===== src/rtl/control_sequencer.sv =====
// control_sequencer: multi-cycle fetch/decode/execute controller for the LEGv8 datapath.
// control_word and constant are combinational from state, instruction, status and mem_ready.
module control_sequencer #(
   parameter logic [4:0] FS_ADD = 5'b01000,
   parameter logic [4:0] FS_SUB = 5'b01001,
   parameter int         Z_BIT  = 0
) (
   input  logic        clock,
   input  logic        reset,
   input  logic [31:0] instruction,
   input  logic [3:0]  status,
   input  logic        mem_ready,
   output logic [36:0] control_word,
   output logic [63:0] constant,
   output logic [2:0]  state,
   output logic        halted
);
   typedef enum logic [2:0] {FETCH = 3'd0, DECODE = 3'd1, EXEC = 3'd2, BRANCH = 3'd3, HALT = 3'd4} state_t;
   typedef enum logic [2:0] {OP_NONE, OP_ADD, OP_SUB, OP_ADDI, OP_LDUR, OP_STUR, OP_B, OP_CBZ} op_t;
   state_t cur, nxt;
   op_t op;
   logic [36:0] cw;
   logic [63:0] k;
   logic hlt;
   logic [63:0] d_off, b_off, cb_off;
   logic unused_status;
   assign unused_status = ^status;
   assign d_off  = {{55{instruction[20]}}, instruction[20:12]};
   assign b_off  = {{36{instruction[25]}}, instruction[25:0], 2'b00} - 64'd4;
   assign cb_off = {{43{instruction[23]}}, instruction[23:5], 2'b00} - 64'd4;
   always_comb
      op = instruction[31:21] == 11'b10001011000 ? OP_ADD  :
           instruction[31:21] == 11'b11001011000 ? OP_SUB  :
           instruction[31:22] == 10'b1001000100  ? OP_ADDI :
           instruction[31:21] == 11'b11111000010 ? OP_LDUR :
           instruction[31:21] == 11'b11111000000 ? OP_STUR :
           instruction[31:26] == 6'b000101       ? OP_B    :
           instruction[31:24] == 8'b10110100     ? OP_CBZ  : OP_NONE;
   always_ff @(posedge clock or negedge reset)
      if (!reset) cur <= FETCH;
      else        cur <= nxt;
   // Field map: DA 4:0, SA 9:5, SB 14:10, WR 15, Bsel 16, FS 21:17, C0 22, En_B 23,
   // En_ADDR_ALU 24, En_ALU 25, MR 26, MW 27, size 29:28, SL 30, PCsel 31, EAP 32, IL 34, PS 36:35
   always_comb begin
      cw  = '0;
      k   = '0;
      hlt = 1'b0;
      nxt = cur;
      case (cur)
         FETCH: begin
            cw[32]    = 1'b1;
            cw[26]    = 1'b1;
            cw[29:28] = 2'b11;
            cw[34]    = mem_ready;
            cw[36:35] = mem_ready ? 2'b01 : 2'b00;
            nxt       = mem_ready ? DECODE : FETCH;
         end
         DECODE: nxt = op == OP_NONE ? HALT : EXEC;
         EXEC: begin
            nxt = FETCH;
            case (op)
               OP_ADD, OP_SUB, OP_ADDI: begin
                  cw[4:0]   = instruction[4:0];
                  cw[9:5]   = instruction[9:5];
                  cw[14:10] = op == OP_ADDI ? 5'd0 : instruction[20:16];
                  cw[15]    = 1'b1;
                  cw[16]    = op == OP_ADDI;
                  cw[21:17] = op == OP_SUB ? FS_SUB : FS_ADD;
                  cw[22]    = op == OP_SUB;
                  cw[25]    = 1'b1;
                  cw[30]    = 1'b1;
                  k         = op == OP_ADDI ? {52'd0, instruction[21:10]} : 64'd0;
               end
               OP_LDUR, OP_STUR: begin
                  cw[4:0]   = op == OP_LDUR ? instruction[4:0] : 5'd0;
                  cw[9:5]   = instruction[9:5];
                  cw[14:10] = op == OP_STUR ? instruction[4:0] : 5'd0;
                  cw[15]    = op == OP_LDUR && mem_ready;
                  cw[16]    = 1'b1;
                  cw[21:17] = FS_ADD;
                  cw[23]    = op == OP_STUR;
                  cw[24]    = 1'b1;
                  cw[26]    = op == OP_LDUR;
                  cw[27]    = op == OP_STUR;
                  cw[29:28] = 2'b11;
                  k         = d_off;
                  nxt       = mem_ready ? FETCH : EXEC;
               end
               OP_B: begin
                  cw[31]    = 1'b1;
                  cw[36:35] = 2'b11;
                  k         = b_off;
               end
               OP_CBZ: begin
                  cw[9:5]   = instruction[4:0];
                  cw[16]    = 1'b1;
                  cw[21:17] = FS_ADD;
                  cw[30]    = 1'b1;
                  nxt       = BRANCH;
               end
               default: nxt = FETCH;
            endcase
         end
         BRANCH: begin
            cw[31]    = status[Z_BIT];
            cw[36:35] = status[Z_BIT] ? 2'b11 : 2'b00;
            k         = status[Z_BIT] ? cb_off : 64'd0;
            nxt       = FETCH;
         end
         HALT: hlt = 1'b1;
         default: nxt = FETCH;
      endcase
   end
   // Gating with reset guarantees no memory strobe survives an aborting reset.
   assign control_word = reset ? cw : 37'd0;
   assign constant     = reset ? k : 64'd0;
   assign halted       = reset && hlt;
   assign state        = cur;
endmodule


===== config.mk =====
export PLATFORM = sky130hd
export DESIGN_NAME = control_sequencer
export DESIGN_NICKNAME = d
export VERILOG_FILES = /design/src/rtl/control_sequencer.sv
export SDC_FILE = /design/constraint.sdc
export NUM_CORES = 1
export LEC_CHECK = 0
export ABC_CLOCK_PERIOD_IN_PS = 6200
export BUFFER_PORTS_ARGS = -buffer_cell sky130_fd_sc_hd__buf_2
export CAP_MARGIN = 20
export CORE_AREA = 2 2 84 86
export CTS_CLUSTER_SIZE = 8
export DETAILED_ROUTE_END_ITERATION = 6
export DIE_AREA = 0 0 86 88
export PLACE_DENSITY = 0.72
export SETUP_SLACK_MARGIN = 0.02
export SYNTH_ARGS = -nofsm -noshare
export SYNTH_HDL_FRONTEND = slang
export SYNTH_SLANG_ARGS = --single-unit

===== constraint.sdc =====
create_clock -name clock -period 6.2 [get_ports clock]
set_clock_uncertainty 0.15 [all_clocks]
set_input_delay 1.24 -clock clock [delete_from_list [all_inputs] [get_ports clock]]
set_output_delay 1.24 -clock clock [all_outputs]
set_load 0.03 [all_outputs]

==> metrics.yaml, run 1 <==
run_status:
  run_status: "finished, final reports clean"
drt:
  route.detailed.wl_per_inst_um: 16.63
  via_per_inst: 6.023
  total_number_of_vias: 3138
  drtPass1Iterations: 6
  drt_iter0_markers: 247
  antenna_violating_nets_remaining: 0
  drt_wl_total_mm: 8.665
  post-route-drc-count: 0
clock_network:
  cts-root-buf: "sky130_fd_sc_hd__clkbuf_8"
  cts.reportedPaths.clkPinSlew_ps: 30
  cts-resized-gates: 0
  cts_tree: "built"
  clock_sinks: 3
  cts_hold_buf: 0
  htree_levels: 1
  clock_latency_reported_for_the_late_side_of_the_worst_skew_pair_ps: 220
  buffers_inserted_by_post_cts_timing_repair: 0
  tritoncts.num_buffers: 3
  cts.path.max_buffers: 2
worst_setup_path:
  crit_path_start_kind: "input pin"
  worstSetupPathType: "in2out"
  timing.critical_path.arrival_ps: 3640
  r2r_cells: 4
  reg2reg_to: "state[1]$_DFFE_PN0P_"
  regToRegSetupSlack_ps: 4810
  critical_path.max_fanout: 36
  reg_to_reg_startpoint: "state[1]$_DFFE_PN0P_"
  endpoint_kind: "output pin"
  critical_path_required_ps: 4810
final_layout:
  finish.net_count: 483
  drive_above_1_share_pct: 35.60
  area.sequential_um2: 75.07
  area_growth_syn_to_fin_pct: 16.69
  layout.filler_cells: 728
  layout.cells.most_common_list: "sky130_fd_sc_hd__buf_2, sky130_fd_sc_hd__nor2_1, sky130_fd_sc_hd__nand2_1, sky130_fd_sc_hd__o21ai_0"
  finalCoreUtilization_pct: 42.79
  most_common_library_cell_in_the_layout_ignoring_fill_and_taps: "sky130_fd_sc_hd__buf_2"
  fin_area_um2: 2843
  largest_register_ff_count: 3
  num_antenna_cells: 0
  area_occupied_by_multi_input_gates_um2: 1893
global_routing:
  grt_pass1_vias: 2596
  grt_first_pass_wirelength_mm: 13.06
  grt_start_max_net_pins: 37
  grt_util_met3_pct: 1.131
  antenna_found_initial: 0
  grt-ovfl-total: 0
  met1_usage_pct: 28.01
  globalRoute.busiestLayer: "met2"
  groute.usage.overall_pct: 21.26
  groute.layer.met2.usage_pct: 37.28
floorplan:
  total_number_of_placement_rows: 30
  ioPinCount: 144
  die_height_um: 88
  design.die.area_um2: 7568
  die_w_um: 86
  floorplan.initialDensity_pct: 36.67
  core_region_area_um2: 6644
yosys:
  synth-seq-cells: 3
  async_reset_ff_share_pct: 100.0
  netlist_instances: 371
  synth_ff_type: "sky130_fd_sc_hd__dfrtp_1"
  synth.lib_cells_used.distinct: 65
  post-synth-top-area-cell: "sky130_fd_sc_hd__buf_4"
  synth.top_cells.by_area: "sky130_fd_sc_hd__buf_4, sky130_fd_sc_hd__xnor2_1, sky130_fd_sc_hd__clkbuf_1, sky130_fd_sc_hd__o21ai_0, sky130_fd_sc_hd__nor3_1"
  synth.yosys.warnings: 0
  synth.top_cell.area_share_pct: 12.63
  synth_edf_count: 0
  syn-mean-instance-area_um2: 6.566
  syn-cell-area_um2: 2436
  proportion_of_synthesized_chip_area_in_sequential_cells_pct: 3.082
pwr:
  sequential_fraction_of_design_power_pct: 16.2
  net-switching-power_w: 0.0001287
  combPwrFrac_pct: 60.6
  clockPowerShare_pct: 23.1
  p_int_w: 0.0001175
  leakage_nw: 1.341
  ir_worst_vdd_uv: 49.10
  power_density_nw_per_um2: 86.60
  p_total_w: 0.0002462
  sw_share_pct: 52.28
timing:
  setup_tns_ps: 0
  finalCriticalPeriod_ps: 5031
  fmax_mhz: 198.8
  slew-limit-headroom_pct: 50.01
  layout_worst_path_cycle_share_pct: 81.15
  setup_violations: 0
  worst_slew_pin_slew_ps: 748.1
  final_hold_viol_count: 0
  maxSlewViolCount: 0
  unrepaired_setup_endpoints_after_global_routing: "false"
worst_hold_path:
  holdCritStartpoint: "state[0]$_DFFE_PN0P_"
  whs_path_depth: 1
  worst_hold_path_type: "reg2reg"
  min_to: "state[0]$_DFFE_PN0P_"
placement:
  place.detailed.hpwl_mm: 6.707
  port_buffers: 136
  routabilityCongestion: 0.9639
  place_area_um2: 2798
flow_run:
  timing.max_cap.violations: 0
worst max-delay path by stage:
stage	startpoint	to	slack, ps	depth (start not counted)
finish	instruction[7]	constant[49]	1170	8
global route	instruction[7]	constant[30]	870	8
CTS	instruction[7]	constant[39]	1180	8
detailed placement	instruction[7]	constant[39]	1170	8
global placement	instruction[7]	constant[30]	1230	8
floorplan	instruction[12]	constant[29]	340	7
logic make-up (layout without fill, tap and decap cells):
kind of cell    after synthesis  count (layout)  synth area share, %
simple gates                152             152                37.34
compound gates              105             105                29.33
buf+inv                      82             149                19.67
xor+xnor                     25              25                8.988
flops                         3               3                3.082
fa+ha+maj                     2               2                1.027
other cells                   1               4               0.1539
mux                           1               1               0.4109
power groups by stage:
stage | registers [W] | logic, W | clock network, W
detailed placement | 0.0000399 | 0.000148 | 0
CTS | 0.0000398 | 0.000148 | 0.0000579
floorplan | 0.0000391 | 0.000106 | 0
finish | 0.0000399 | 0.000149 | 0.0000569
global route | 0.0000413 | 0.000160 | 0.0000593
global placement | 0.0000395 | 0.000146 | 0
cells in the mapped netlist (3+ instances only):
cell type,number
sky130_fd_sc_hd__dfrtp_1,3
sky130_fd_sc_hd__nor3_1,17
sky130_fd_sc_hd__or3_1,3
sky130_fd_sc_hd__and2_1,3
sky130_fd_sc_hd__nand4_1,10
sky130_fd_sc_hd__nand3_1,7
sky130_fd_sc_hd__nor4_2,3
sky130_fd_sc_hd__nor4_1,11
sky130_fd_sc_hd__a221oi_1,6
sky130_fd_sc_hd__or2_2,3
sky130_fd_sc_hd__o31a_1,3
sky130_fd_sc_hd__a211o_1,4
sky130_fd_sc_hd__a31oi_1,9
sky130_fd_sc_hd__o22ai_1,5
sky130_fd_sc_hd__o21ai_0,22
sky130_fd_sc_hd__inv_1,5
sky130_fd_sc_hd__xor2_1,8
sky130_fd_sc_hd__and3_1,12
sky130_fd_sc_hd__and4_1,3
sky130_fd_sc_hd__o21ai_1,8
sky130_fd_sc_hd__a21boi_0,3
sky130_fd_sc_hd__nor4b_1,3
sky130_fd_sc_hd__nor2b_1,3
sky130_fd_sc_hd__o21a_1,6
sky130_fd_sc_hd__nand2_1,21
sky130_fd_sc_hd__buf_4,41
sky130_fd_sc_hd__a21oi_1,8
sky130_fd_sc_hd__nor2_1,22
sky130_fd_sc_hd__xnor2_1,17
sky130_fd_sc_hd__nand3b_1,4
sky130_fd_sc_hd__a22oi_1,11
sky130_fd_sc_hd__and3b_1,3
sky130_fd_sc_hd__nand2b_1,5
sky130_fd_sc_hd__clkbuf_1,31
sky130_fd_sc_hd__or4_1,3
sky130_fd_sc_hd__nor3b_1,4
sky130_fd_sc_hd__o2bb2ai_1,3
cell type report:
type | count | area share (%)
flip-flops and latches | 3 | 2.641
repair buffers | 140 | 25.00
clock buffers | 4 | 1.585
inverters | 5 | 0.6602
well taps | 80 | 3.521
multi-input cells | 289 | 66.59
per-stage QoR:
stage | std cells | hold slack (ps) | setup slack [ps]
global route | 521 | 496.0 | 870.9
CTS | 521 | 479.2 | 1176
global placement | 517 | 461.4 | 1227
floorplan | 374 | 715.2 | 338.1
finish | 521 | 479.5 | 1169
detailed placement | 517 | 474.4 | 1174
routing by layer:
layer  up-vias  wire, µm
li1       1477         -
met1      1483      3657
met2       163      4184
met3        15       666
met4         0       157
met5         -         0
critical path, cell delays in order:
cell and delay, ps:
sky130_fd_sc_hd__buf_2 160, sky130_fd_sc_hd__nor3_2 620, sky130_fd_sc_hd__nand4_1 380, sky130_fd_sc_hd__o32ai_1 360, sky130_fd_sc_hd__o21ai_1 200, sky130_fd_sc_hd__o21ai_1 160
sky130_fd_sc_hd__buf_4 270, sky130_fd_sc_hd__buf_2 240
(Power assumes the default switching activity.)
==> run 2, diff against run 1 <==
ABC_CLOCK_PERIOD_IN_PS = 4700   (was 6200)
PLACE_DENSITY = 0.69   (was 0.72)
clock period = 4.7 ns   (was 6.2 ns; I/O delays follow)
==> metrics.yaml, run 2 (same netlist as run 1, synthesis figures left out) <==
run_status:
  run_status: "finished, final reports clean"
worst_setup_path:
  crit_path_start_kind: "input pin"
  critical_path.max_fanout: 8  # -78%
  cp_cell_sequence: "buf_2 -> inv_1 -> ha_1 -> or4b_4 -> or4_4 -> or3_1 -> a21boi_1 -> o21a_1 -> buf_2"
  worstSetupPathType: "in2out"
  reg_to_reg_startpoint: "state[1]$_DFFE_PN0P_"
  endpoint_kind: "output pin"
  r2r_cells: 4  # unchanged
  setup.worst_path.start: "instruction[5]"
  library_cell_contributing_the_largest_single_delay_on_the_critical_path: "sky130_fd_sc_hd__or4b_4"
  regToRegSetupSlack_ps: 3210  # -1600 ps
  critical-path-top-cell-by-count: "sky130_fd_sc_hd__buf_2"
  critical_path_required_ps: 3610  # -1200 ps
  timing.critical_path.arrival_ps: 3330  # -310 ps
  reg2reg_to: "state[1]$_DFFE_PN0P_"
  critical-path-max-stage-delay_ps: 500  # -120 ps
timing:
  fmax_mhz: 226.3
  setup_tns_ps: 0  # unchanged
  worst_slew_pin_slew_ps: 751.7  # +3.643 ps
  unrepaired_setup_endpoints_after_global_routing: "false"
  maxSlewViolCount: 0  # unchanged
  fin_ws_ps: 281.4  # -887.2 ps
  timing.hold.ws_ps: 395.5  # -83.99 ps
  layout_worst_path_cycle_share_pct: 94.01
  finalCriticalPeriod_ps: 4419
  final_hold_viol_count: 0  # unchanged
  setup_violations: 0  # unchanged
  slew-limit-headroom_pct: 49.77  # -0.24 points
final_layout:
  largest_register_ff_count: 3  # unchanged
  num_antenna_cells: 0  # unchanged
  fin_area_um2: 2892  # +1.7%
  most_common_library_cell_in_the_layout_ignoring_fill_and_taps: "sky130_fd_sc_hd__buf_2"
  layout.cells.most_common_list: "sky130_fd_sc_hd__buf_2, sky130_fd_sc_hd__nor2_1, sky130_fd_sc_hd__nand2_1, sky130_fd_sc_hd__o21ai_0"
  drive_above_1_share_pct: 36.69  # +1.1 points
  area_growth_syn_to_fin_pct: 18.70
  finish.net_count: 489  # +1.2%
flow_run:
  timing.max_cap.violations: 0  # unchanged
clock_network:
  cts-root-buf: "sky130_fd_sc_hd__clkbuf_8"
  buffers_inserted_by_post_cts_timing_repair: 0  # unchanged
  cts_tree: "built"
  cts_hold_buf: 0  # unchanged
  clock_latency_reported_for_the_late_side_of_the_worst_skew_pair_ps: 220  # about the same
  tritoncts.num_buffers: 3  # unchanged
  cts-resized-gates: 0  # unchanged
  clock_sinks: 3  # unchanged
  htree_levels: 1  # unchanged
  cts.path.max_buffers: 2  # unchanged
  cts.reportedPaths.clkPinSlew_ps: 30  # about the same
drt:
  post-route-drc-count: 0  # unchanged
  route.detailed.wl_per_inst_um: 16.59  # -0.23%
  antenna_violating_nets_remaining: 0  # unchanged
  drtPass1Iterations: 6  # unchanged
  via_per_inst: 6.065  # +0.69%
  drt_iter0_markers: 303  # +23%
  total_number_of_vias: 3196  # +1.8%
  drt_wl_total_mm: 8.745  # +0.92%
pwr:
  clockPowerShare_pct: 23.3  # +0.2 points
  power_density_nw_per_um2: 111.2  # +28%
  p_int_w: 0.0001557  # +33%
  ir_worst_vdd_uv: 77.33  # +57%
  sw_share_pct: 51.58  # -0.69 points
  leakage_nw: 1.373  # +2.4%
  combPwrFrac_pct: 60.5  # about the same
  sequential_fraction_of_design_power_pct: 16.2  # about the same
  net-switching-power_w: 0.0001659  # +29%
floorplan:
  ioPinCount: 144  # unchanged
  die_w_um: 86  # unchanged
  total_number_of_placement_rows: 30  # unchanged
  floorplan.initialDensity_pct: 36.67  # unchanged
  core_region_area_um2: 6644  # unchanged
  design.die.area_um2: 7568  # unchanged
  die_height_um: 88  # unchanged
placement:
  place_area_um2: 2846  # +1.7%
  place_ws_ps: 326.1  # -847.9 ps
  place.detailed.hpwl_mm: 6.648  # -0.89%
  routabilityCongestion: 0.9156  # -5.0%
  port_buffers: 136  # unchanged
global_routing:
  grt_start_max_net_pins: 37  # unchanged
  grt-ovfl-total: 0  # unchanged
  grt_first_pass_wirelength_mm: 13.53  # +3.6%
  antenna_found_initial: 0  # unchanged
  grt_pass1_vias: 2693  # +3.7%
  groute.usage.overall_pct: 21.81  # +0.54 points
worst_hold_path:
  worst_hold_path_type: "in2async"
## run 2: cell count changes in the layout (fill, tap and decap cells not counted), sizes merged
cell and change:
buf +6
## run 2: power by group through the flow
stage                     clock [W]  sequential, W  combinational, W
after floorplan                   0      0.0000516          0.000140
after global placement            0      0.0000502          0.000191
after detailed placement          0      0.0000518          0.000193
after CTS                 0.0000761      0.0000515          0.000193
after global routing      0.0000774      0.0000548          0.000207
final                     0.0000751      0.0000521          0.000194
## run 2: worst max path at each step
stage	slack (ps)	endpoint	cells past startpoint
final	280	constant[15]	9
after global routing	230	constant[15]	9
after CTS	310	constant[15]	9
after detailed placement	330	constant[15]	9
after global placement	300	constant[15]	9
after floorplan	120	constant[29]	7
## run 2: cell type report
class	instances	area, µm²
multi-input cells	289	1897
inverters	5	18.77
clock buffers	4	45.04
flip-flops and latches	3	75.07
repair buffers	146	755.7
well taps	80	100.1
fillers	696	3752
## run 2: worst max-delay path, delay by kind of cell
kind                       cells  cell delay [ps]
adders and majority gates      1              260
AOI/OAI and AO/OA              2              330
buffers and inverters          3              460
and+or+nand+nor                3             1330
## run 2: routing by layer
layer	wire length (µm)	global-route usage, %	vias up
met5	0	0	-
li1	-	-	1494
met4	86	5.772	0
met1	3650	30.29	1486
met3	853	1.414	11
met2	4154	36.58	205
## run 2: per-stage QoR
step / total power, W / std cells / util [%]
6_report: 0.0003217 / 527 / 43.52
5_1_grt: 0.0003390 / 527 / 43.52
4_1_cts: 0.0003209 / 527 / 43.52
3_5_place_dp: 0.0002445 / 523 / 42.84
3_3_place_gp: 0.0002409 / 523 / 42.84
2_1_floorplan: 0.0001915 / 374 / -
==> run 3, diff against run 2 <==
CORE_AREA = 2 2 77 79   (was 2 2 84 86)
DIE_AREA = 0 0 79 81   (was 0 0 86 88)
PLACE_DENSITY = 0.81   (was 0.69)
==> metrics.yaml, run 3 (same netlist as run 1, synthesis figures left out) <==
run_status:
  run_status: "finished, final reports clean"
timing:
  finalCriticalPeriod_ps: 4448  # +28.91 ps
  setup_violations: 0  # unchanged
  worst_slew_pin_slew_ps: 746.2  # -5.455 ps
  fmax_mhz: 224.8  # -0.65%
  maxSlewViolCount: 0  # unchanged
  unrepaired_setup_endpoints_after_global_routing: "false"
  slew-limit-headroom_pct: 50.13  # +0.36 points
  setup_tns_ps: 0  # unchanged
  layout_worst_path_cycle_share_pct: 94.63  # +0.62 points
  final_hold_viol_count: 0  # unchanged
floorplan:
  floorplan.initialDensity_pct: 42.92  # +6.3 points
  total_number_of_placement_rows: 28  # -6.7%
  design.die.area_um2: 6399  # -15%
  die_w_um: 79  # -8.1%
  core_region_area_um2: 5675  # -15%
  ioPinCount: 144  # unchanged
  die_height_um: 81  # -8.0%
placement:
  place.detailed.hpwl_mm: 6.445  # -3.1%
  place_area_um2: 2848  # about the same
  port_buffers: 136  # unchanged
  routabilityCongestion: 0.9773  # +6.7%
  place.detailed.instances: 519  # -0.76%
clock_network:
  htree_levels: 1  # unchanged
  cts_tree: "built"
  buffers_inserted_by_post_cts_timing_repair: 0  # unchanged
  cts-root-buf: "sky130_fd_sc_hd__clkbuf_8"
  clock_latency_reported_for_the_late_side_of_the_worst_skew_pair_ps: 230  # about the same
  tritoncts.num_buffers: 3  # unchanged
  cts.path.max_buffers: 2  # unchanged
  clock_sinks: 3  # unchanged
  cts-resized-gates: 0  # unchanged
  cts.reportedPaths.clkPinSlew_ps: 30  # about the same
  cts_hold_buf: 0  # unchanged
drt:
  antenna_violating_nets_remaining: 0  # unchanged
  total_number_of_vias: 3239  # +1.3%
  via_per_inst: 6.193  # +2.1%
  drt_iter0_markers: 371  # +22%
  drt_wl_total_mm: 8.562  # -2.1%
  post-route-drc-count: 0  # unchanged
  route.detailed.wl_per_inst_um: 16.37  # -1.3%
  drtPass1Iterations: 6  # unchanged
worst_setup_path:
  critical-path-top-cell-by-count: "sky130_fd_sc_hd__buf_2"
  critical_path.max_fanout: 8  # unchanged
  worstSetupPathType: "in2out"
  cp_cell_sequence: "buf_2 -> inv_1 -> ha_1 -> or4b_4 -> or4_4 -> or3_1 -> a21boi_1 -> o21a_1 -> buf_2"
  critical-path-max-stage-delay_ps: 510  # about the same
  timing.critical_path.arrival_ps: 3360  # +30 ps
  library_cell_contributing_the_largest_single_delay_on_the_critical_path: "sky130_fd_sc_hd__or4b_4"
  critical_path_required_ps: 3610  # about the same
  endpoint_kind: "output pin"
  crit_path_start_kind: "input pin"
  regToRegSetupSlack_ps: 3190  # -20 ps
final_layout:
  fin_area_um2: 2893  # about the same
  post_layout_nonfiller_instances: 523  # -0.76%
  finish.net_count: 490  # +0.20%
  drive_above_1_share_pct: 36.83  # +0.14 points
  layout.filler_cells: 574  # -18%
  num_antenna_cells: 0  # unchanged
  area_occupied_by_multi_input_gates_um2: 1897  # unchanged
  largest_register_ff_count: 3  # unchanged
  layout.cells.most_common_list: "sky130_fd_sc_hd__buf_2, sky130_fd_sc_hd__nor2_1, sky130_fd_sc_hd__nand2_1, sky130_fd_sc_hd__o21ai_0"
  area_growth_syn_to_fin_pct: 18.75  # about the same
  most_common_library_cell_in_the_layout_ignoring_fill_and_taps: "sky130_fd_sc_hd__buf_2"
  area.sequential_um2: 75.07  # unchanged
pwr:
  leakage_nw: 1.377  # +0.30%
  ir_worst_vdd_uv: 95.94  # +24%
  p_total_w: 0.0003288  # +2.2%
  power_density_nw_per_um2: 113.7  # +2.2%
flow_run:
  timing.max_cap.violations: 0  # unchanged
global_routing:
  groute.usage.overall_pct: 25.54  # +3.7 points
  grt-ovfl-total: 0  # unchanged
  grt_start_max_net_pins: 37  # unchanged
  grt_pass1_vias: 2717  # +0.89%
  grt_first_pass_wirelength_mm: 13.54  # about the same
  antenna_found_initial: 0  # unchanged
worst_hold_path:
  worst_hold_path_type: "in2async"
==> run 3: worst max-delay path: cells and delay by family <==
family / cells / cell delay [ps]
and+or+nand+nor: 3 / 1350
AOI/OAI and AO/OA: 2 / 320
buffers and inverters: 3 / 460
adders and majority gates: 1 / 280
==> run 3: metrics by stage <==
| stage | util [%] | setup slack [ps] | hold slack, ps |
|---|---|---|---|
| after floorplan | - | 121.1 | 494.4 |
| after global placement | 50.18 | 348.2 | 443.6 |
| after detailed placement | 50.18 | 293.1 | 475.2 |
| after CTS | 50.97 | 283.5 | 390.5 |
| after global routing | 50.97 | 186.8 | 403.1 |
| final | 50.97 | 252.5 | 387.5 |
==> run 3: final timing paths <==
| path | from | endpoint | depth (start not counted) |
|---|---|---|---|
| min in group clock | state[0]$_DFFE_PN0P_ | state[0]$_DFFE_PN0P_ | 1 |
| hold reg to reg | state[0]$_DFFE_PN0P_ | state[0]$_DFFE_PN0P_ | 1 |
| setup / recovery | instruction[5] | constant[15] | 9 |
| hold / removal | reset | state[1]$_DFFE_PN0P_ | 1 |
| setup reg to reg | state[1]$_DFFE_PN0P_ | state[1]$_DFFE_PN0P_ | 4 |
| max in group asynchronous | reset | state[2]$_DFFE_PN0P_ | 1 |
==> run 3: cell type report <==
| type | count | area share, % |
|---|---|---|
| multi-input cells | 289 | 65.57 |
| repair buffers | 147 | 26.38 |
| well taps | 75 | 3.244 |
| flip-flops and latches | 3 | 2.595 |
| clock buffers | 4 | 1.557 |
| inverters | 5 | 0.6488 |
==> run 3: report_power, final <==
| part | internal, W | switching, W | leakage (nW) |
|---|---|---|---|
| sequential | 0.0000329 | 0.0000210 | 0.0391 |
| clock | 0.0000582 | 0.0000209 | 0.0228 |
| combinational | 0.0000649 | 0.000131 | 1.32 |
==> run 3: metal layers <==
layer,track usage [%],vias to the layer above,share of wire (%)
li1,-,1492,-
met5,0,-,0
met1,34.00,1467,38
met4,7.759,0,1.4
met2,44.24,265,48
met3,1.778,15,12
